**src/rtl/fpul_mul_arbiter.sv**
```systemverilog
// fpul_mul_arbiter
//   Shares one external combinational multiplier between two requesters
//   (A and B). A round-robin arbiter picks one valid request per cycle and
//   registers its operands onto the multiplier inputs (stage 1). The
//   multiplier result is sampled with the owner tag in stage 2. It then
//   travels through a fixed-length delay line up to stage LAT, which is the
//   response stage. The response is a one-cycle rvalid pulse to the owner.
//
//   LAT (2..6) is the number of cycles from the acceptance edge to the
//   visible response.
//   stall freezes everything and masks the response pulse. The pulse is
//   delivered in the first cycle after stall drops.
//
//   Optional build macro: FPUL_MUL_ARB_ZERO_BYPASS_EN
//     When defined, stage 2 replaces the multiplier result with a signed
//     zero if either registered operand has a zero exponent field. This
//     covers the multiplier's missing zero/denormal handling.
module fpul_mul_arbiter #(
  parameter int LAT = 2
) (
  input  logic        clk,
  input  logic        reset,
  input  logic        stall,
  input  logic        a_valid,
  input  logic [31:0] a_srca,
  input  logic [31:0] a_srcb,
  output logic        a_ready,
  output logic        a_rvalid,
  output logic [31:0] a_dst,
  input  logic        b_valid,
  input  logic [31:0] b_srca,
  input  logic [31:0] b_srcb,
  output logic        b_ready,
  output logic        b_rvalid,
  output logic [31:0] b_dst,
  output logic [31:0] mul_srca,
  output logic [31:0] mul_srcb,
  input  logic [31:0] mul_dst
);

  // Round-robin pointer: names the requester that wins when both are valid.
  typedef enum logic {
    PTR_A = 1'b0,
    PTR_B = 1'b1
  } rr_ptr_e;

  // Owner tag values carried down the pipeline.
  localparam logic TAG_A = 1'b0;
  localparam logic TAG_B = 1'b1;

  rr_ptr_e     ptr_r;
  logic        grant_a_s;
  logic        grant_b_s;

  // Stage 1: operand registers are the mul_srca/mul_srcb ports themselves.
  logic        s1_v_r;
  logic        s1_tag_r;

  // Value that stage 2 captures (the multiplier result, optionally bypassed).
  logic [31:0] stage2_res_s;

  // Input of the response stage (stage LAT).
  logic        in_v_s;
  logic        in_tag_s;
  logic [31:0] in_res_s;

  // Response stage valid/tag. a_dst/b_dst hold that stage's result per owner.
  logic        out_v_r;
  logic        out_tag_r;

`ifdef FPUL_MUL_ARB_ZERO_BYPASS_EN
  // Signed zero when either operand has a zero exponent, else the multiplier result.
  function automatic logic [31:0] zero_bypass(
    input logic [31:0] srca,
    input logic [31:0] srcb,
    input logic [31:0] prod
  );
    logic [31:0] res;
    if ((srca[30:23] == 8'h00) || (srcb[30:23] == 8'h00)) begin
      res = {srca[31] ^ srcb[31], 31'h0000_0000};
    end else begin
      res = prod;
    end
    return res;
  endfunction
`endif

  // Arbitration: combinational grant from the valids, stall, reset and the pointer.
  always_comb begin
    grant_a_s = 1'b0;
    grant_b_s = 1'b0;
    if (reset || stall) begin
      grant_a_s = 1'b0;
      grant_b_s = 1'b0;
    end else if (a_valid && b_valid) begin
      case (ptr_r)
        PTR_A:   grant_a_s = 1'b1;
        PTR_B:   grant_b_s = 1'b1;
        default: grant_a_s = 1'b1;
      endcase
    end else if (a_valid) begin
      grant_a_s = 1'b1;
    end else if (b_valid) begin
      grant_b_s = 1'b1;
    end else begin
      grant_a_s = 1'b0;
      grant_b_s = 1'b0;
    end
  end

  assign a_ready = grant_a_s;
  assign b_ready = grant_b_s;

  // Stage 1: load the winner's operands and tag. The pointer moves away from the winner.
  always_ff @(posedge clk) begin
    if (reset) begin
      mul_srca <= 32'h0000_0000;
      mul_srcb <= 32'h0000_0000;
      s1_v_r   <= 1'b0;
      s1_tag_r <= TAG_A;
      ptr_r    <= PTR_A;
    end else if (!stall) begin
      if (grant_a_s) begin
        mul_srca <= a_srca;
        mul_srcb <= a_srcb;
        s1_v_r   <= 1'b1;
        s1_tag_r <= TAG_A;
        ptr_r    <= PTR_B;
      end else if (grant_b_s) begin
        mul_srca <= b_srca;
        mul_srcb <= b_srcb;
        s1_v_r   <= 1'b1;
        s1_tag_r <= TAG_B;
        ptr_r    <= PTR_A;
      end else begin
        // Bubble: operands and pointer keep their old values.
        s1_v_r   <= 1'b0;
      end
    end
  end

  // Stage 2 sample value: the multiplier result, with optional zero bypass.
  always_comb begin
`ifdef FPUL_MUL_ARB_ZERO_BYPASS_EN
    stage2_res_s = zero_bypass(mul_srca, mul_srcb, mul_dst);
`else
    stage2_res_s = mul_dst;
`endif
  end

  generate
    if (LAT <= 2) begin : g_direct
      // Stage 2 is the response stage, so it samples the multiplier directly.
      assign in_v_s   = s1_v_r;
      assign in_tag_s = s1_tag_r;
      assign in_res_s = stage2_res_s;
    end else begin : g_delay
      // Stages 2..LAT-1: result/tag delay registers ahead of the response stage.
      logic [LAT-1:2] dly_v_r;
      logic [LAT-1:2] dly_tag_r;
      logic [31:0]    dly_res_r [2:LAT-1];

      // Delay line: stage 2 samples the multiplier, later stages shift. Holds on stall.
      always_ff @(posedge clk) begin
        if (reset) begin
          dly_v_r   <= {(LAT-2){1'b0}};
          dly_tag_r <= {(LAT-2){1'b0}};
          for (int s = 2; s <= LAT - 1; s++) begin
            dly_res_r[s] <= 32'h0000_0000;
          end
        end else if (!stall) begin
          dly_v_r[2]   <= s1_v_r;
          dly_tag_r[2] <= s1_tag_r;
          dly_res_r[2] <= stage2_res_s;
          for (int s = 3; s <= LAT - 1; s++) begin
            dly_v_r[s]   <= dly_v_r[s-1];
            dly_tag_r[s] <= dly_tag_r[s-1];
            dly_res_r[s] <= dly_res_r[s-1];
          end
        end
      end

      assign in_v_s   = dly_v_r[LAT-1];
      assign in_tag_s = dly_tag_r[LAT-1];
      assign in_res_s = dly_res_r[LAT-1];
    end
  endgenerate

  // Response stage: capture valid/tag. Only the owner's dst register updates, so the other holds.
  always_ff @(posedge clk) begin
    if (reset) begin
      out_v_r   <= 1'b0;
      out_tag_r <= TAG_A;
      a_dst     <= 32'h0000_0000;
      b_dst     <= 32'h0000_0000;
    end else if (!stall) begin
      out_v_r   <= in_v_s;
      out_tag_r <= in_tag_s;
      if (in_v_s && (in_tag_s == TAG_A)) begin
        a_dst <= in_res_s;
      end
      if (in_v_s && (in_tag_s == TAG_B)) begin
        b_dst <= in_res_s;
      end
    end
  end

  // Pulses are masked while frozen. The held response stage re-presents the pulse once stall drops.
  assign a_rvalid = out_v_r & (out_tag_r == TAG_A) & ~stall & ~reset;
  assign b_rvalid = out_v_r & (out_tag_r == TAG_B) & ~stall & ~reset;

endmodule

```
**config.mk**
```make
export PLATFORM = sky130hd
export DESIGN_NAME = fpul_mul_arbiter
export DESIGN_NICKNAME = d
export VERILOG_FILES = /design/src/rtl/fpul_mul_arbiter.sv
export SDC_FILE = /design/constraint.sdc
export NUM_CORES = 1
export LEC_CHECK = 0
export ABC_AREA = 1
export CAP_MARGIN = 40
export CORE_MARGIN = 2
export CORE_UTILIZATION = 45
export CTS_BUF_LIST = sky130_fd_sc_hd__clkbuf_8
export DETAILED_ROUTE_END_ITERATION = 12
export PLACE_DENSITY = 0.92
export SKIP_CTS_REPAIR_TIMING = 1
export SYNTH_ARGS = -nofsm -noshare
export SYNTH_HDL_FRONTEND = slang
export SYNTH_SLANG_ARGS = --single-unit
```
**constraint.sdc**
```tcl
create_clock -name clk -period 3.65 [get_ports clk]
set_input_delay 0.9125 -clock clk [delete_from_list [all_inputs] [get_ports clk]]
set_output_delay 0.9125 -clock clk [all_outputs]
set_load 0.01 [all_outputs]
```
Word-level counts from Yosys, hierarchy flattened
Index checks and enable logic that the tools add are counted.
Widths: inputs -> output; s select.
{"block": "totals", "out_inout_bits": 132, "elab_cells": 46, "reg_bits": 133, "input_bits": 165}
{"block": "classes", "bitwise_logic": 10, "mux": 19, "n_reduce_logical": 8}
{"cell": "$mux 32", "count": 4}
{"cell": "$mux 1", "count": 15}
{"cell": "$and 1x1->1", "count": 6}
{"cell": "$reduce_and 2->1", "count": 3}
{"cell": "$not 1->1", "count": 4}
{"cell": "$logic_and 1x1->1", "count": 3}
{"cell": "$reduce_bool 2->1", "count": 1}
{"cell": "$logic_or 1x1->1", "count": 1}

Depth between registers and ports, before layout
Gate-level depths: netlist of the first run.
{"block": "depth", "depth_word": 6, "ltp_mapped": 9, "mapped_depth_nobuf": 6}

Least setup slack after synthesis of the first run
No wires, ideal clock.
{"block": "synth_path", "path_kind": "input -> output", "from": "input port reset", "to": "output port a_rvalid", "path_stages": 5, "path_slack_ps": 905, "arrival_time_ps": 1832, "path_buffers": 2, "required_time_ps": 2738, "path_cell_list": "clkbuf_1 -> nor2_4 -> buf_1 -> inv_1 -> nor3_1"}
{"block": "synth_between", "elab_chain_cells": 2}
{"item": "start, declared", "line_no": "22", "source": "input logic reset,"}
{"item": "$not 1->1", "line_no": "209", "source": "assign a_rvalid = out_v_r & (out_tag_r == TAG_A) & ~stall & ~reset;"}
{"item": "$and 1x1->1", "line_no": "209"}
{"item": "end, declared", "line_no": "28", "source": "output logic a_rvalid,"}
Every way passes these cells.

Worst setup path in the final report of the first run
{"block": "layout_path", "from": "input port stall", "to": "output port a_rvalid"}
{"block": "layout_between", "elab_chain_cells": 3}
{"item": "start, declared", "line_no": "23", "source": "input logic stall,"}
{"item": "$not 1->1 (no source line)"}
{"item": "$and 1x1->1 (2 in a row)", "line_no": "209"}
Every way passes these cells.

==> results of run 1 <==
-- per-layer routing --
layer,track usage,share of wire,up-vias
li1,-,-,3293
met3,0.07998,0.081,50
met4,0.1317,0.036,0
met2,0.4558,0.50,327
met5,0,0,-
met1,0.2903,0.39,2929
-- synth_stat cells (all sizes together) --
cell type	number	share of area
nor2	67	0.043
nand3	67	0.058
a21oi	100	0.084
nand4	64	0.067
o211ai	1	0.0013
clkbuf	28	0.018
dfxtp	133	0.45
o21ai	66	0.056
inv	170	0.11
nor3	1	0.00084
buf	40	0.033
nand2	135	0.085
-- flip-flops by register name, indices dropped and copies added (netlist names) --
register,cells
out_tag_r,1
out_v_r,1
ptr_r,1
mul_srcb,32
in_tag_s,1
a_dst,32
b_dst,32
mul_srca,32
in_v_s,1
-- area by class of cell --
type | instances | area share
timing repair buffer | 312 | 0.3264
sequential | 133 | 0.2817
multi-input combinational | 501 | 0.2508
inverter | 170 | 0.06750
clock buffer | 20 | 0.02912
tap | 176 | 0.02330
clock inverter | 12 | 0.02118
-- metrics by stage --
stage          cells  power (mW)
6_report        1324       3.611
5_1_grt         1324       3.766
4_1_cts         1324       3.631
3_5_place_dp    1292       2.189
3_3_place_gp    1292       2.175
2_1_floorplan    872       1.823
-- final timing paths --
kind / start / to / slack, ns / depth (start not counted)
hold / removal: a_dst[18] / a_dst[18] / 0.45 / 2
setup / recovery: stall / a_rvalid / 0.18 / 5
setup reg to reg: in_tag_s / a_dst[23] / 1.86 / 5
hold reg to reg: a_dst[18] / a_dst[18] / 0.45 / 2
-- cells by family after synthesis --
group	Yosys count
AND/OR/NAND/NOR	334
buffers and inverters	238
AO/OA/AOI/OAI	167
flip-flops	133
-- power groups by stage --
stage | logic (mW) | registers (mW) | clock network [mW]
final | 0.611 | 1.55 | 1.45
after CTS | 0.612 | 1.55 | 1.47
after detailed placement | 0.606 | 1.58 | 0
after global placement | 0.597 | 1.58 | 0
after global routing | 0.661 | 1.56 | 1.55
after floorplan | 0.214 | 1.61 | 0
-- critical path: stages --
cell             delay [ns]
clkdlybuf4s50_1        0.53
nor2_4                 0.28
inv_1                  0.09
nor3_1                 0.17
clkdlybuf4s50_1        0.57
==> flow_summary.json, run 1 <==
{
  "ios": 297,
  "grt_pass1_vias": 6174,
  "clock_skew_ns": 0.01082,
  "hpwlAfterDp_um": 13310,
  "dpl-instance-area_um2": 8977,
  "pre_cts_slack_ns": 0.1819,
  "fin_area_um2": 9453,
  "p_sw_mw": 0.8897,
  "cts_tree": "built",
  "status": "completed",
  "synthMuxAreaShare": 0,
  "hp-class": "register to register",
  "max-vdd-ir-drop_v": 0.0001892,
  "multi_input_area_um2": 2371,
  "postLayoutCoreUtil": 0.7224,
  "yosysSeqAreaShare": 0.4467,
  "holdWs_ns": 0.4472,
  "cts-htree-levels": 4,
  "ant_nets": 0,
  "setup_violations": 0,
  "syn_area_per_cell_um2": 6.836,
  "wire_per_inst_um": 14.44,
  "synth-seq-cells": 133,
  "path_max_fanout": 6,
  "clockBufferDepth": 2,
  "critPathCaptureType": "output pin",
  "avgViaCountPerCell": 4.984,
  "rows": 42,
  "seq_area_um2": 2663,
  "clock_sinks": 133,
  "setup_ws_ns": 0.1829,
  "synth_cell_types": 19,
  "pwr_density_cell_nw_per_um2": 382.0,
  "drive_above_1_share": 0.04965,
  "grt_usage": 0.2627,
  "drt_iter0_drc": 381,
  "die-area_um2": 14180,
  "grt_antenna_before_repair": 0,
  "pwr-share-clk": 0.402,
  "root_buffer": "clkbuf_8",
  "cp.required_ns": 2.74,
  "core_area_um2": 13090,
  "routed_wirelength_um": 19120,
  "grt_max_degree": 69,
  "cts.clk_slew.worst_paths_ns": 0.07,
  "n_antenna_cell": 0,
  "min_period_ns": 3.467,
  "finalSetupTns_ns": 0,
  "synth_top_family_by_area": "simple AND/OR/NAND/NOR gates",
  "max_slew.worst_pin.slew_ns": 0.7591,
  "mostFrequentLayoutCells": "clkdlybuf4s50_1, inv_1, nand2_1",
  "drv_slew": 0,
  "synthAdderAreaFrac": 0,
  "hold_viol": 0,
  "syn_area_um2": 5961,
  "die_y_um": 119.1,
  "clock_latency_ns": 0.44,
  "initial_core_util": 0.4555,
  "finalCritPeriodShare": 0.9499,
  "synth-xor-area-share": 0,
  "leakagePower_nw": 4.079,
  "switching_share": 0.2464,
  "fin_nets": 1300,
  "die_x_um": 119.1,
  "final_common_cell": "clkdlybuf4s50_1",
  "cap_viol_max_count": 0,
  "drc": 0,
  "gp_congestion": 0.8230,
  "area_delta_synth_final_pct": 58.59,
  "io_buffers": 296,
  "syn_inst": 872,
  "startpoint_type": "input port",
  "fillers": 986,
  "seqPwrFrac": 0.429,
  "synth-simple-area-share": 0.2544,
  "dr.pass1.iters": 5,
  "synth_compound_area_frac": 0.1413,
  "yosys_warnings": 0,
  "comb_power_share": 0.169,
  "intPower_mw": 2.721,
  "syn_nets": 1037,
  "cts_buffers": 17,
  "arrival_ns": 2.55,
  "timing.fmax_ghz": 0.2884,
  "worstSetupPathType": "input port to output pin",
  "grt_first_pass_wirelength_um": 29680,
  "num_vias": 6599,
  "gr-total-overflow": 0,
  "rsz0062_at_grt": "false",
  "slew_headroom": 0.4934
}
No activity file was read; power rests on OpenSTA's default activity.
==> run 2: changes to the inputs <==
--- a/config.mk
+++ b/config.mk
@@ -13,6 +13,7 @@
 export DETAILED_ROUTE_END_ITERATION = 12
 export PLACE_DENSITY = 0.92
 export SKIP_CTS_REPAIR_TIMING = 1
+export SLEW_MARGIN = 20
 export SYNTH_ARGS = -nofsm -noshare
 export SYNTH_HDL_FRONTEND = slang
 export SYNTH_SLANG_ARGS = --single-unit
==> results of run 2 <==
Final layout, timing and power as in run 1 (identical DEF).
